<file path="config.mk">
export PLATFORM = sky130hd
export DESIGN_NAME = alu_result_stage
export DESIGN_NICKNAME = d
export VERILOG_FILES = /design/src/rtl/alu_result_stage.sv
export SDC_FILE = /design/constraint.sdc
export NUM_CORES = 1
export LEC_CHECK = 0
export CAP_MARGIN = 10
export CORE_AREA = 2 2 91 158
export CTS_CLUSTER_SIZE = 20
export DETAILED_ROUTE_END_ITERATION = 6
export DIE_AREA = 0 0 93 160
export PLACE_DENSITY = 0.86
export SLEW_MARGIN = 20
export SYNTH_ARGS = -nofsm -noshare
export SYNTH_HDL_FRONTEND = slang
export SYNTH_SLANG_ARGS = --single-unit
</file>
<file path="constraint.sdc">
create_clock -name clk -period 1.6 [get_ports clk]
set_input_delay 0.32 -clock clk [delete_from_list [all_inputs] [get_ports clk]]
set_output_delay 0.32 -clock clk [all_outputs]
set_load 0.01 [all_outputs]
</file>
<file path="src/rtl/alu_result_stage.sv">
// ALU result stage: captures a single- or double-width ALU result and streams it to the
// CPU bus as one or two DATA_W beats, keeping HI/LO and zero/negative flags of the last result.
module alu_result_stage #(
  parameter int DATA_W = 32
) (
  input  logic                  clk,
  input  logic                  clr_n,
  input  logic                  in_valid,
  input  logic                  in_wide,
  input  logic [2*DATA_W-1:0]   C,
  output logic                  in_ready,
  output logic [DATA_W-1:0]     out_data,
  output logic                  out_valid,
  input  logic                  out_ready,
  output logic                  out_last,
  output logic [DATA_W-1:0]     hi_q,
  output logic [DATA_W-1:0]     lo_q,
  output logic                  flag_z,
  output logic                  flag_n,
  output logic [1:0]            dbg_state_o
);

  // Handshake: a transfer happens on a rising edge where valid and ready are both 1.
  // Input side accepts only in IDLE; a result offered while busy is dropped, not queued.
  // Output side holds out_data/out_last and keeps out_valid high until out_ready.
  typedef enum logic [1:0] {
    IDLE    = 2'd0,
    SEND_LO = 2'd1,
    SEND_HI = 2'd2
  } state_t;

  state_t                state_q, state_d;
  logic [2*DATA_W-1:0]   c_q, c_d;
  logic                  wide_q, wide_d;
  logic [DATA_W-1:0]     hi_d, lo_d;
  logic                  flag_z_d, flag_n_d;
  logic                  capture;
  logic                  beat_done;

  assign capture   = in_valid && in_ready;
  assign beat_done = out_valid && out_ready;

  // State register
  always_ff @(posedge clk or negedge clr_n) begin
    if (!clr_n) begin
      state_q <= IDLE;
    end else begin
      state_q <= state_d;
    end
  end

  // Next-state logic
  always_comb begin
    state_d = state_q;
    unique case (state_q)
      IDLE:    if (capture)   state_d = SEND_LO;
      SEND_LO: if (beat_done) state_d = wide_q ? SEND_HI : IDLE;
      SEND_HI: if (beat_done) state_d = IDLE;
      default: state_d = IDLE;
    endcase
  end

  // Output logic, purely from state and the registered result
  always_comb begin
    in_ready  = 1'b0;
    out_valid = 1'b0;
    out_last  = 1'b0;
    out_data  = '0;
    unique case (state_q)
      IDLE: begin
        in_ready = 1'b1;
      end
      SEND_LO: begin
        out_valid = 1'b1;
        out_last  = !wide_q;
        out_data  = c_q[DATA_W-1:0];
      end
      SEND_HI: begin
        out_valid = 1'b1;
        out_last  = 1'b1;
        out_data  = c_q[2*DATA_W-1:DATA_W];
      end
      default: ;
    endcase
  end

  assign dbg_state_o = state_q;

  // Datapath next values; the upper half of C never influences a narrow result
  always_comb begin
    c_d      = c_q;
    wide_d   = wide_q;
    hi_d     = hi_q;
    lo_d     = lo_q;
    flag_z_d = flag_z;
    flag_n_d = flag_n;
    if (capture) begin
      c_d    = C;
      wide_d = in_wide;
      if (in_wide) begin
        hi_d     = C[2*DATA_W-1:DATA_W];
        lo_d     = C[DATA_W-1:0];
        flag_z_d = ~|C;
        flag_n_d = C[2*DATA_W-1];
      end else begin
        flag_z_d = ~|C[DATA_W-1:0];
        flag_n_d = C[DATA_W-1];
      end
    end
  end

  always_ff @(posedge clk or negedge clr_n) begin
    if (!clr_n) begin
      c_q    <= '0;
      wide_q <= 1'b0;
      hi_q   <= '0;
      lo_q   <= '0;
      flag_z <= 1'b0;
      flag_n <= 1'b0;
    end else begin
      c_q    <= c_d;
      wide_q <= wide_d;
      hi_q   <= hi_d;
      lo_q   <= lo_d;
      flag_z <= flag_z_d;
      flag_n <= flag_n_d;
    end
  end

endmodule

</file>
Yosys cells after proc, flatten, opt, wreduce, memory -nomap -nowiden
Index checks and enable logic that the tools add are counted.

Logic and storage cells: 34. Output and inout bits: 103. Register bits after elaboration: 133.

Reductions and logical operators: 11. Multiplexer cells: 11. Equality and inequality tests: 5.

Operators by type and width (count): case mux 32 bit (2 select lines) (1); OR reduction 64 bit (1); OR reduction 32 bit (1); two-way mux 2 bit (4); inequality test 2 bit, second input constant (3); case mux 2 bit (3 select lines) (1); two-way mux 1 bit (4); logical NOT 1 bit (3); AND reduction 3 bit (1); equality test 2 x 1 -> 1 bit, second input constant (1); equality test 2 bit, second input constant (1); logical AND 1 bit (2); logical NOT 2 bit (1); case mux 1 bit (2 select lines) (1); AND reduction 2 bit (1); OR reduction 2 bit (1).

Depth between registers and ports, before layout
Gate-level depths: netlist of the first run.

Depth in word-level cells: 6. Gate-level depth with buffers: 7. Depth with buffers taken out: 6.

Worst setup path after synthesis of the first run
Ideal clock, no wire load.

Path kind: register to output. Start: reg state_q[1], in the netlist dbg_state_o[1]. End: out out_data[0]. Stages on the path, launching flop included: 7. Buffers on the path: 2. Path slack: -195 ps. Arrival: 1475 ps. Cells stage by stage: dfrtp_1 > inv_1 > ha_1 > clkbuf_1 > clkbuf_1 > a22oi_1 > nor2b_1.

Longest elaborated chain between the ends: 2.

RTL lines: start, declared (RTL line 32) `state_t state_q, state_d;`; start signal, assigned (RTL line 48) `state_q <= state_d;`; equality test 2 bit / equality test 2 x 1 -> 1 bit (equally long branches) (RTL line 69) `unique case (state_q)`; case mux 32 bit (2 select lines) (*) (RTL line 69); end, declared (RTL line 12) `output logic [DATA_W-1:0] out_data,`.

Mark *: on every way between the ends. The rest lies on a longest branch, timed or not.

Worst setup path in the final report of the first run
Start: reg state_q[0], in the netlist dbg_state_o[0]. End: out out_data[4].

Same word-level chain as after synthesis.

==> run_summary.xml, run 1 <==
<?xml version="1.0" encoding="UTF-8"?>
<metrics>
  <group name="sta">
    <metric name="fin_tns_setup" unit="ns">-20.86</metric>
    <metric name="clock.fmax" unit="MHz">461</metric>
    <metric name="fin_hold_ws" unit="ns">0.347</metric>
    <metric name="final-max-slew-violation-count" unit="">0</metric>
    <metric name="finalWorstPathRequiredPeriod" unit="ns">2.17</metric>
    <metric name="unrepaired_setup_endpoints_after_global_routing" unit="">true</metric>
    <metric name="final_hold_viol_count" unit="">0</metric>
    <metric name="slew_headroom" unit="%">62.7</metric>
    <metric name="final_critical_path_setup_slack" unit="ns">-0.568</metric>
    <metric name="finalClockSkew" unit="ns">0.00716</metric>
    <metric name="setup_violations" unit="">126</metric>
    <metric name="final_min_period_over_clock_period" unit="%">136</metric>
    <metric name="timing_worst_slew_pin_value" unit="ns">0.558</metric>
  </group>
  <group name="min_path">
    <metric name="min-delay-path-class" unit="">in -&gt; async</metric>
  </group>
  <group name="floorplan">
    <metric name="fp.dieArea" unit="µm²">14900</metric>
    <metric name="top_level_ports" unit="">172</metric>
    <metric name="design.core.area" unit="µm²">13700</metric>
    <metric name="die_width" unit="µm">93</metric>
    <metric name="initial_core_util" unit="%">41.0</metric>
    <metric name="num_rows" unit="">57</metric>
    <metric name="die_height" unit="µm">160</metric>
  </group>
  <group name="logic_synthesis">
    <metric name="syn_avg_cell_area" unit="µm²">14.2</metric>
    <metric name="yosys.cell_types.count" unit="">21</metric>
    <metric name="ys.warnings.count" unit="">0</metric>
    <metric name="seq_area_frac_synth" unit="%">59.3</metric>
    <metric name="number_of_register_bits_inferred_by_synthesis" unit="">133</metric>
    <metric name="netlist_area" unit="µm²">5620</metric>
    <metric name="mappedNetlistNets" unit="">467</metric>
    <metric name="synthesis.instances" unit="">395</metric>
  </group>
  <group name="cells_and_area">
    <metric name="area_growth_syn_to_layout" unit="%">74.8</metric>
    <metric name="most_used_cells_in_the_layout_excluding_fill_and_tap_cells" unit="">dfrtp_1, mux2_2, clkdlybuf4s50_1</metric>
    <metric name="mostFrequentLayoutCell" unit="">dfrtp_1</metric>
    <metric name="drive_above_1_share" unit="%">56.1</metric>
    <metric name="post_layout_nonfiller_instances" unit="">862</metric>
    <metric name="nNetsFinal" unit="">744</metric>
  </group>
  <group name="global_routing">
    <metric name="first_global_vias" unit="">5068</metric>
    <metric name="largest_net_degree_at_the_start_of_global_routing" unit="">58</metric>
    <metric name="grt_antenna_before_repair" unit="">1</metric>
    <metric name="grt_first_pass_wirelength" unit="mm">28.0</metric>
    <metric name="grt.total_usage" unit="%">25.4</metric>
    <metric name="grt_remaining_overflow" unit="">0</metric>
  </group>
  <group name="run">
    <metric name="maxCapViolCount" unit="">0</metric>
  </group>
  <group name="setup_path">
    <metric name="cpLargestDelayFamily" unit="">buffers and inverters</metric>
    <metric name="reg2reg_depth" unit="">7</metric>
    <metric name="worstSetupStartpointType" unit="">flop</metric>
    <metric name="endpoint_kind" unit="">primary output</metric>
    <metric name="max_stage_delay" unit="ns">0.42</metric>
    <metric name="timing.critical_path.arrival" unit="ns">1.85</metric>
    <metric name="setup.worst_path.class" unit="">reg -&gt; out</metric>
    <metric name="critPathMostFrequentCell" unit="">buf_6</metric>
    <metric name="crit_path_depth" unit="">7</metric>
    <metric name="path_cells" unit="">buf_6, ha_4, buf_12, buf_6, a22oi_2, nor2b_2, buf_2</metric>
    <metric name="buffers_inverters_on_critical_path" unit="">4</metric>
    <metric name="rrSetupSlack" unit="ns">-0.12</metric>
    <metric name="critical_path_data_required_time" unit="ns">1.28</metric>
    <metric name="worstReg2RegStart" unit="">dbg_state_o[0]$_DFFE_PN0P_</metric>
    <metric name="worstReg2RegEnd" unit="">hi_q[26]$_DFFE_PN0P_</metric>
    <metric name="crit_fanout" unit="">7</metric>
    <metric name="critical-path-slowest-cell" unit="">dfrtp_1</metric>
  </group>
  <group name="cts">
    <metric name="tritoncts" unit="">done</metric>
    <metric name="clock_tree.htree_level_count" unit="">4</metric>
    <metric name="clock-sinks" unit="">133</metric>
    <metric name="cts-buffers-inserted" unit="">17</metric>
    <metric name="cts_clk_pin_slew_worst_paths" unit="ns">0.06</metric>
    <metric name="cts_buffer_depth" unit="">2</metric>
    <metric name="cts.root.buffer_cell" unit="">clkbuf_16</metric>
    <metric name="clock_latency" unit="ns">0.41</metric>
  </group>
  <group name="detailed_routing">
    <metric name="drt_wl_total" unit="mm">20.2</metric>
    <metric name="initialDrtViolationCount" unit="">232</metric>
    <metric name="route.detailed.vias_per_inst" unit="">5.36</metric>
    <metric name="drt_pass1_iterations" unit="">4</metric>
    <metric name="routed-via-count" unit="">4621</metric>
    <metric name="ant_nets" unit="">0</metric>
    <metric name="routed_wire_length_per_instance" unit="µm">23.4</metric>
    <metric name="route.detailed.drc" unit="">0</metric>
  </group>
  <group name="power">
    <metric name="max_ir_drop_vdd" unit="mV">1.36</metric>
    <metric name="leakagePower" unit="nW">4.43</metric>
    <metric name="power.density_cell_area" unit="nW/µm²">2220</metric>
  </group>
  <group name="place">
    <metric name="dpl.hpwl" unit="mm">11.9</metric>
    <metric name="routability_congestion" unit="">0.841</metric>
    <metric name="port-buffer-count" unit="">171</metric>
    <metric name="placed_cells_incl_taps" unit="">793</metric>
  </group>
  <group name="run_status">
    <metric name="violations" unit="">setup timing</metric>
    <metric name="status" unit="">finished with violations</metric>
  </group>
</metrics>
-- stage by stage --
| step | area (µm²) | setup slack, ns | utilization (%) | total power [mW] |
|---|---|---|---|---|
| 4_1_cts | 9290 | -0.537 | 67.8 | 20.0 |
| 3_5_place_dp | 8210 | -0.547 | 60.0 | 14.7 |
| 3_3_place_gp | 8210 | -0.489 | 60.0 | 14.4 |
| 2_1_floorplan | 5730 | 0.000382 | - | 10.2 |
| 6_report | 9820 | -0.568 | 71.7 | 21.7 |
| 5_1_grt | 9820 | -0.619 | 71.7 | 22.6 |
-- power breakdown --
| part | switching, mW | total (mW) | internal, mW |
|---|---|---|---|
| Clock | 1.46 | 4.46 | 3.00 |
| Combinational | 4.62 | 11.0 | 6.42 |
| Sequential | 1.15 | 6.25 | 5.10 |
| Total | 7.23 | 21.7 | 14.5 |
-- routing by layer --
metal / vias up / share of wire, % / track usage, %
li1: 2004 / - / -
met1: 2378 / 36 / 26.2
met2: 188 / 55 / 46.3
met3: 51 / 4.2 / 4.91
met4: 0 / 4.7 / 15.0
met5: - / 0 / 0
-- cells in the mapped netlist --
master / count / share of area, %
mux2_2: 128 / 26
inv_1: 3 / 0.20
nor4_1: 15 / 1.7
nand4_1: 3 / 0.33
clkbuf_1: 11 / 0.74
nor2_1: 1 / 0.067
mux2i_1: 2 / 0.36
buf_4: 1 / 0.13
ha_1: 3 / 0.67
a21oi_1: 2 / 0.18
a22oi_1: 32 / 4.3
o21ai_0: 3 / 0.27
buf_2: 13 / 1.2
or4_4: 1 / 0.20
dfrtp_1: 133 / 59
nand3_1: 2 / 0.18
nand2_1: 5 / 0.33
nor4_2: 1 / 0.22
nor2b_1: 33 / 3.7
a22o_1: 1 / 0.16
o21a_1: 2 / 0.27
-- layout make-up --
| cell class | instances | area [µm²] |
|---|---|---|
| well taps | 177 | 221 |
| clock inverters | 12 | 225 |
| repair buffers | 282 | 2900 |
| clock buffers | 19 | 453 |
| flip-flops and latches | 133 | 3330 |
| inverters | 3 | 11.3 |
| fillers | 889 | 3870 |
| multi-input cells | 235 | 2680 |
| diodes | 1 | 2.50 |
-- worst max-delay path by stage --
stage / start / to
finish: dbg_state_o[0]$_DFFE_PN0P_ / out_data[4]
global route: dbg_state_o[0]$_DFFE_PN0P_ / out_data[4]
CTS: dbg_state_o[0]$_DFFE_PN0P_ / out_data[27]
detailed placement: dbg_state_o[0]$_DFFE_PN0P_ / out_data[8]
global placement: dbg_state_o[0]$_DFFE_PN0P_ / out_data[7]
floorplan: dbg_state_o[1]$_DFFE_PN0P_ / out_last
-- what timing repair did --
action | 4_1_cts | 5_1_grt
buffers inserted | 11 | 9
hold buffers | 1 | 0
endpoints found under the hold margin | 24 | 0
gates resized for setup | 269 | 72
endpoints found under the setup margin | 169 | 169
cloned | 9 | 11
pin swaps | 7 | 11
-- state kept, by name, summed over array words and instances, names as in the netlist --
name / flops
flag_z: 1
dbg_state_o: 2
hi_q: 32
lo_q: 32
wide_q: 1
flag_n: 1
c_q: 64
-- logic make-up (layout without fill, tap and decap cells) --
kind of cell	count (synthesis)	in the layout	synth area share [%]
fa+ha+maj	3	3	0.668
flops	133	133	59.3
mux	130	130	26.0
compound gates	40	40	5.15
other cells	0	1	0
buf+inv	28	316	2.23
simple gates	61	62	6.68
No activity file was read; power rests on OpenSTA's default activity.
==> run 2: changes to the inputs <==
--- a/config.mk
+++ b/config.mk
@@ -7,6 +7,7 @@
 export LEC_CHECK = 0
 export CAP_MARGIN = 10
 export CORE_AREA = 2 2 91 158
+export CTS_CLUSTER_DIAMETER = 40
 export CTS_CLUSTER_SIZE = 20
 export DETAILED_ROUTE_END_ITERATION = 6
 export DIE_AREA = 0 0 93 160
@@ -15,3 +16,4 @@
 export SYNTH_ARGS = -nofsm -noshare
 export SYNTH_HDL_FRONTEND = slang
 export SYNTH_SLANG_ARGS = --single-unit
+export TNS_END_PERCENT = 20
==> run_summary.xml, run 2 (synthesis gave the netlist of run 1 again) <==
<?xml version="1.0" encoding="UTF-8"?>
<metrics>
  <group name="global_routing">
    <metric name="grt.total_usage" unit="%">24.2</metric>
    <metric name="met2_usage" unit="%">44.2</metric>
    <metric name="first_global_vias" unit="">4944</metric>
    <metric name="globalRoute.busiestLayer" unit="">met2</metric>
    <metric name="grt_antenna_before_repair" unit="">0</metric>
    <metric name="grt.met1_usage" unit="%">26.6</metric>
    <metric name="grt_remaining_overflow" unit="">0</metric>
    <metric name="grt_first_pass_wirelength" unit="mm">27.4</metric>
    <metric name="largest_net_degree_at_the_start_of_global_routing" unit="">63</metric>
    <metric name="globalRouteMet3Util" unit="%">4.53</metric>
  </group>
  <group name="place">
    <metric name="routability_congestion" unit="">0.833</metric>
    <metric name="port-buffer-count" unit="">171</metric>
    <metric name="placed_area" unit="µm²">8280</metric>
    <metric name="placed_cells_incl_taps" unit="">795</metric>
    <metric name="dpl.hpwl" unit="mm">12.0</metric>
  </group>
  <group name="cts">
    <metric name="cts_clk_pin_slew_worst_paths" unit="ns">0.06</metric>
    <metric name="cts.root.buffer_cell" unit="">clkbuf_16</metric>
    <metric name="cts-buffers-inserted" unit="">17</metric>
    <metric name="cts_buffer_depth" unit="">2</metric>
    <metric name="clock_latency" unit="ns">0.41</metric>
    <metric name="clock-sinks" unit="">133</metric>
    <metric name="tritoncts" unit="">done</metric>
    <metric name="clock_tree.htree_level_count" unit="">4</metric>
  </group>
  <group name="setup_path">
    <metric name="critical_path_data_required_time" unit="ns">1.28</metric>
    <metric name="worstReg2RegStart" unit="">dbg_state_o[0]$_DFFE_PN0P_</metric>
    <metric name="buffers_inverters_on_critical_path" unit="">4</metric>
    <metric name="worstReg2RegEnd" unit="">dbg_state_o[0]$_DFFE_PN0P_</metric>
    <metric name="max_stage_delay" unit="ns">0.40</metric>
    <metric name="critical-path-slowest-cell" unit="">dfrtp_1</metric>
    <metric name="rrSetupSlack" unit="ns">-0.03</metric>
    <metric name="path_cells" unit="">buf_6, ha_4, buf_4, buf_12, a22oi_2, nor2b_4, buf_2</metric>
    <metric name="endpoint_kind" unit="">primary output</metric>
    <metric name="setup.worst_path.class" unit="">reg -&gt; out</metric>
    <metric name="crit_fanout" unit="">9</metric>
    <metric name="worstSetupStartpointType" unit="">flop</metric>
    <metric name="cpLargestDelayFamily" unit="">buffers and inverters</metric>
    <metric name="timing.critical_path.arrival" unit="ns">1.76</metric>
    <metric name="reg2reg_depth" unit="">7</metric>
  </group>
  <group name="sta">
    <metric name="final_min_period_over_clock_period" unit="%">130</metric>
    <metric name="fin_tns_setup" unit="ns">-15.04</metric>
    <metric name="clock.fmax" unit="MHz">480</metric>
    <metric name="finalClockSkew" unit="ns">0.00986</metric>
    <metric name="slew_headroom" unit="%">67.2</metric>
    <metric name="unrepaired_setup_endpoints_after_global_routing" unit="">true</metric>
    <metric name="finalWorstPathRequiredPeriod" unit="ns">2.08</metric>
    <metric name="final-max-slew-violation-count" unit="">0</metric>
    <metric name="setup_violations" unit="">36</metric>
    <metric name="final_critical_path_setup_slack" unit="ns">-0.483</metric>
    <metric name="final_hold_viol_count" unit="">0</metric>
    <metric name="timing_worst_slew_pin_value" unit="ns">0.487</metric>
  </group>
  <group name="cells_and_area">
    <metric name="nNetsFinal" unit="">737</metric>
    <metric name="register_name_with_the_most_flops" unit="">c_q</metric>
    <metric name="post_layout_nonfiller_instances" unit="">855</metric>
    <metric name="drive_above_1_share" unit="%">55.6</metric>
    <metric name="most_used_cells_in_the_layout_excluding_fill_and_tap_cells" unit="">dfrtp_1, mux2_2, buf_4</metric>
    <metric name="antenna-diode-count" unit="">0</metric>
    <metric name="largest_reg_flops" unit="">64</metric>
    <metric name="area_growth_syn_to_layout" unit="%">66.8</metric>
    <metric name="mostFrequentLayoutCell" unit="">dfrtp_1</metric>
    <metric name="finish.instance_area" unit="µm²">9370</metric>
    <metric name="top_regs" unit="">c_q: 64 flops, hi_q: 32 flops, lo_q: 32 flops</metric>
  </group>
  <group name="power">
    <metric name="cellInternalPower" unit="mW">13.5</metric>
    <metric name="p_switching" unit="mW">6.76</metric>
    <metric name="switching_fraction_of_total_power" unit="%">33.4</metric>
    <metric name="power.clock.fraction" unit="%">19.4</metric>
    <metric name="pwr-share-seq" unit="%">30.6</metric>
    <metric name="power.density_cell_area" unit="nW/µm²">2170</metric>
    <metric name="totalPowerFinal" unit="mW">20.3</metric>
    <metric name="combinational_share_of_power" unit="%">50.0</metric>
    <metric name="max_ir_drop_vdd" unit="mV">1.34</metric>
    <metric name="leakagePower" unit="nW">4.14</metric>
  </group>
  <group name="detailed_routing">
    <metric name="initialDrtViolationCount" unit="">190</metric>
    <metric name="routed_wire_length_per_instance" unit="µm">21.4</metric>
    <metric name="route.detailed.drc" unit="">0</metric>
    <metric name="ant_nets" unit="">0</metric>
    <metric name="route.detailed.vias_per_inst" unit="">5.21</metric>
    <metric name="drt_wl_total" unit="mm">18.3</metric>
    <metric name="drt_pass1_iterations" unit="">4</metric>
    <metric name="routed-via-count" unit="">4453</metric>
  </group>
  <group name="run">
    <metric name="maxCapViolCount" unit="">0</metric>
  </group>
  <group name="floorplan">
    <metric name="fp.dieArea" unit="µm²">14900</metric>
    <metric name="num_rows" unit="">57</metric>
    <metric name="die_height" unit="µm">160</metric>
    <metric name="top_level_ports" unit="">172</metric>
    <metric name="initial_core_util" unit="%">41.0</metric>
    <metric name="design.core.area" unit="µm²">13700</metric>
    <metric name="die_width" unit="µm">93</metric>
  </group>
  <group name="min_path">
    <metric name="min-delay-path-class" unit="">in -&gt; async</metric>
  </group>
  <group name="run_status">
    <metric name="status" unit="">finished with violations</metric>
    <metric name="violations" unit="">setup timing</metric>
  </group>
</metrics>
run 2: changes by cell type in the layout (fill, tap and decap cells not counted), sizes merged:
cell and delta:
clkdlybuf4s15 -2, clkbuf -6, clkinv +2, buf +2, clkinvlp +2, diode -1
bufinv -3, nand2 -1
run 2: worst max path at each step:
stage                     cells after the start           end  slack [ns]                  startpoint
after floorplan                               4   out_data[9]       -0.03  dbg_state_o[1]$_DFFE_PN0P_
after global placement                        6      out_last       -0.41  dbg_state_o[1]$_DFFE_PN0P_
after detailed placement                      6   out_data[2]       -0.54  dbg_state_o[0]$_DFFE_PN0P_
after CTS                                     7   out_data[2]       -0.52  dbg_state_o[0]$_DFFE_PN0P_
after global routing                          7   out_data[6]       -0.54  dbg_state_o[1]$_DFFE_PN0P_
final                                         7  out_data[14]       -0.48  dbg_state_o[1]$_DFFE_PN0P_
run 2: stage by stage:
stage / setup slack, ns / hold slack, ns / util, %
6_report: -0.483 / 0.363 / 68.4
5_1_grt: -0.538 / 0.360 / 68.4
4_1_cts: -0.516 / 0.344 / 66.8
3_5_place_dp: -0.538 / 0.195 / 60.4
3_3_place_gp: -0.412 / 0.189 / 60.4
2_1_floorplan: -0.0291 / 0.0244 / -
run 2: what timing repair did:
item | CTS | global route
cloned | 4 | 3
setup buffers | 13 | 10
pin swaps | 4 | 9
endpoints found under the hold margin | 22 | 0
gates resized for setup | 270 | 29
endpoints found under the setup margin | 106 | 39
hold buffers | 1 | 0
run 2: layout make-up:
| type | count | area, µm² |
|---|---|---|
| clock buffer | 19 | 443 |
| clock inverter | 13 | 156 |
| fill | 964 | 4330 |
| inverter | 3 | 13.8 |
| multi-input combinational | 234 | 2540 |
| sequential | 133 | 3330 |
| tap | 177 | 221 |
| timing repair buffer | 276 | 2660 |
run 2: power by group through the flow:
stage               clock (mW)  combinational (mW)  sequential (mW)
finish                    3.94                10.1             6.20
global route              4.14                10.7             6.39
CTS                       3.98                9.29             6.15
detailed placement           0                8.79             6.07
global placement             0                8.51             5.96
floorplan                    0                3.97             6.24
run 2: routing by layer:
layer  share of wire [%]  vias to the layer above
li1                    -                     1987
met3                 4.0                       43
met1                  36                     2280
met5                   0                        -
met2                  56                      143
met4                 3.7                        0
run 2: worst reg2reg max path: cells and delay by family (launching register included):
| kind | cells | cell delay (ns) |
|---|---|---|
| flops | 1 | 0.45 |
| fa+ha+maj | 1 | 0.22 |
| buf+inv | 3 | 0.39 |
| compound gates | 3 | 0.47 |
==> run 3: changes to the inputs <==
--- a/config.mk
+++ b/config.mk
@@ -6,11 +6,11 @@
 export NUM_CORES = 1
 export LEC_CHECK = 0
 export CAP_MARGIN = 10
-export CORE_AREA = 2 2 91 158
+export CORE_AREA = 2 2 98 147
 export CTS_CLUSTER_DIAMETER = 40
 export CTS_CLUSTER_SIZE = 20
 export DETAILED_ROUTE_END_ITERATION = 6
-export DIE_AREA = 0 0 93 160
+export DIE_AREA = 0 0 100 149
 export PLACE_DENSITY = 0.86
 export SLEW_MARGIN = 20
 export SYNTH_ARGS = -nofsm -noshare
==> run_summary.xml, run 3 (synthesis gave the netlist of run 1 again) <==
<?xml version="1.0" encoding="UTF-8"?>
<metrics>
  <group name="run_status">
    <metric name="status" unit="">finished with violations</metric>
    <metric name="violations" unit="">setup timing</metric>
  </group>
  <group name="setup_path">
    <metric name="reg2reg_depth" unit="">5</metric>
    <metric name="worstSetupStartpointType" unit="">flop</metric>
    <metric name="endpoint_kind" unit="">primary output</metric>
    <metric name="timing.critical_path.arrival" unit="ns">1.79</metric>
    <metric name="crit_fanout" unit="">7</metric>
    <metric name="setup.worst_path.class" unit="">reg -&gt; out</metric>
    <metric name="critical_path_data_required_time" unit="ns">1.28</metric>
  </group>
  <group name="power">
    <metric name="power.density_cell_area" unit="nW/µm²">2130</metric>
    <metric name="max_ir_drop_vdd" unit="mV">1.06</metric>
    <metric name="leakagePower" unit="nW">4.36</metric>
  </group>
  <group name="cells_and_area">
    <metric name="most_used_cells_in_the_layout_excluding_fill_and_tap_cells" unit="">dfrtp_1, mux2_2, buf_4</metric>
    <metric name="seq_area" unit="µm²">3330</metric>
    <metric name="mostFrequentLayoutCell" unit="">dfrtp_1</metric>
    <metric name="nFillCells" unit="">966</metric>
    <metric name="register_name_with_the_most_flops" unit="">c_q</metric>
    <metric name="nNetsFinal" unit="">725</metric>
    <metric name="top_regs" unit="">c_q: 64 flops, hi_q: 32 flops, lo_q: 32 flops</metric>
    <metric name="drive_above_1_share" unit="%">54.5</metric>
    <metric name="antenna-diode-count" unit="">0</metric>
    <metric name="multiInputGateArea" unit="µm²">2500</metric>
    <metric name="largest_reg_flops" unit="">64</metric>
    <metric name="area_growth_syn_to_layout" unit="%">65.7</metric>
  </group>
  <group name="floorplan">
    <metric name="fp.dieArea" unit="µm²">14900</metric>
    <metric name="design.core.area" unit="µm²">13800</metric>
    <metric name="die_height" unit="µm">149</metric>
    <metric name="top_level_ports" unit="">172</metric>
    <metric name="initial_core_util" unit="%">40.7</metric>
    <metric name="num_rows" unit="">53</metric>
    <metric name="die_width" unit="µm">100</metric>
  </group>
  <group name="sta">
    <metric name="final_critical_path_setup_slack" unit="ns">-0.512</metric>
    <metric name="clock.fmax" unit="MHz">474</metric>
    <metric name="slew_headroom" unit="%">70.8</metric>
    <metric name="setup_violations" unit="">35</metric>
    <metric name="fin_hold_ws" unit="ns">0.402</metric>
    <metric name="final-max-slew-violation-count" unit="">0</metric>
    <metric name="final_hold_viol_count" unit="">0</metric>
    <metric name="finalWorstPathRequiredPeriod" unit="ns">2.11</metric>
    <metric name="final_min_period_over_clock_period" unit="%">132</metric>
    <metric name="unrepaired_setup_endpoints_after_global_routing" unit="">true</metric>
    <metric name="timing_worst_slew_pin_value" unit="ns">0.434</metric>
    <metric name="finalClockSkew" unit="ns">0.00909</metric>
  </group>
  <group name="cts">
    <metric name="clock_latency" unit="ns">0.41</metric>
    <metric name="clock_tree.htree_level_count" unit="">4</metric>
    <metric name="cts_clk_pin_slew_worst_paths" unit="ns">0.06</metric>
    <metric name="clock-sinks" unit="">133</metric>
    <metric name="cts-buffers-inserted" unit="">17</metric>
    <metric name="cts_buffer_depth" unit="">2</metric>
    <metric name="tritoncts" unit="">done</metric>
    <metric name="cts.root.buffer_cell" unit="">clkbuf_16</metric>
  </group>
  <group name="place">
    <metric name="dpl.hpwl" unit="mm">11.7</metric>
    <metric name="place_ws" unit="ns">-0.493</metric>
    <metric name="routability_congestion" unit="">0.889</metric>
    <metric name="port-buffer-count" unit="">171</metric>
  </group>
  <group name="run">
    <metric name="maxCapViolCount" unit="">0</metric>
  </group>
  <group name="min_path">
    <metric name="min-delay-path-class" unit="">in -&gt; async</metric>
  </group>
  <group name="detailed_routing">
    <metric name="initialDrtViolationCount" unit="">185</metric>
    <metric name="route.detailed.drc" unit="">0</metric>
    <metric name="routed_wire_length_per_instance" unit="µm">20.6</metric>
    <metric name="routed-via-count" unit="">4409</metric>
    <metric name="ant_nets" unit="">0</metric>
    <metric name="drt_pass1_iterations" unit="">4</metric>
    <metric name="route.detailed.vias_per_inst" unit="">5.31</metric>
    <metric name="drt_wl_total" unit="mm">17.2</metric>
  </group>
  <group name="global_routing">
    <metric name="grt_first_pass_wirelength" unit="mm">25.4</metric>
    <metric name="grt.total_usage" unit="%">22.5</metric>
    <metric name="first_global_vias" unit="">4688</metric>
    <metric name="grt_antenna_before_repair" unit="">0</metric>
    <metric name="largest_net_degree_at_the_start_of_global_routing" unit="">47</metric>
    <metric name="grt_remaining_overflow" unit="">0</metric>
  </group>
</metrics>
==> run 3: cell count changes in the layout (fill, tap and decap cells not counted), sizes merged <==
cell           previous run  this run
clkinv                    7         4
dlygate4sd2              66        30
buf                     139       125
clkbuf                   22        23
dlymetal6s2s              0        37
clkdlybuf4s15             0         1
bufinv                    3         5
==> run 3: cell type report <==
class	instances	area share (%)
clock buffer	20	4.80
multi-input combinational	234	26.9
inverter	3	0.121
tap	165	2.22
timing repair buffer	264	28.1
sequential	133	35.8
clock inverter	12	2.16
==> run 3: metal layers <==
metal | global-route usage (%) | wire (µm) | up-vias
met2 | 39.6 | 9380 | 164
met3 | 4.40 | 732 | 50
li1 | - | - | 1955
met1 | 25.9 | 6340 | 2240
met5 | 0 | 0 | -
met4 | 11.2 | 704 | 0
==> run 3: repair_timing <==
| action | CTS | global route |
|---|---|---|
| gates resized for setup | 206 | 68 |
| pin swaps | 4 | 6 |
| setup buffers | 3 | 3 |
| hold buffers | 1 | 0 |
| endpoints found under the setup margin | 103 | 75 |
| hold endpoints to repair | 42 | 0 |
| gates cloned | 2 | 3 |
==> run 3: worst paths after layout <==
| check | from | slack, ns | end |
|---|---|---|---|
| hold / removal | clr_n | 0.40 | hi_q[7]$_DFFE_PN0P_ |
| setup reg to reg | dbg_state_o[1]$_DFFE_PN0P_ | 0.07 | hi_q[11]$_DFFE_PN0P_ |
| min in group clk | hi_q[2]$_DFFE_PN0P_ | 0.50 | hi_q[2]$_DFFE_PN0P_ |
| setup / recovery | dbg_state_o[1]$_DFFE_PN0P_ | -0.51 | out_data[13] |
| max in group asynchronous | clr_n | 0.58 | c_q[5]$_DFFE_PN0N_ |
| hold reg to reg | hi_q[2]$_DFFE_PN0P_ | 0.50 | hi_q[2]$_DFFE_PN0P_ |
==> run 3: per-stage QoR <==
stage	total power, mW	std cells	TNS, ns	utilization [%]	cell area (µm²)
floorplan	10.2	395	-0.485	-	5720
global placement	14.4	787	-27.32	59.9	8270
detailed placement	14.8	787	-32.32	59.9	8270
CTS	19.4	825	-16.09	65.5	9040
global route	20.8	831	-16.82	67.5	9310
finish	19.9	831	-14.60	67.5	9310
==> run 3: where the power goes <==
| group | switching (mW) | leakage (nW) | total [mW] | internal [mW] |
|---|---|---|---|---|
| Combinational | 3.91 | 2.48 | 9.38 | 5.47 |
| Clock | 1.46 | 0.311 | 4.27 | 2.81 |
| Sequential | 1.10 | 1.57 | 6.20 | 5.10 |
==> run 3: critical path, cell delays in order, from the launching register on <==
cell and delay [ns]:
dfrtp_1 0.41, buf_6 0.14, ha_4 0.20, buf_12 0.14, buf_16 0.14, a22oi_2 0.16
nor2b_2 0.05, buf_2 0.14
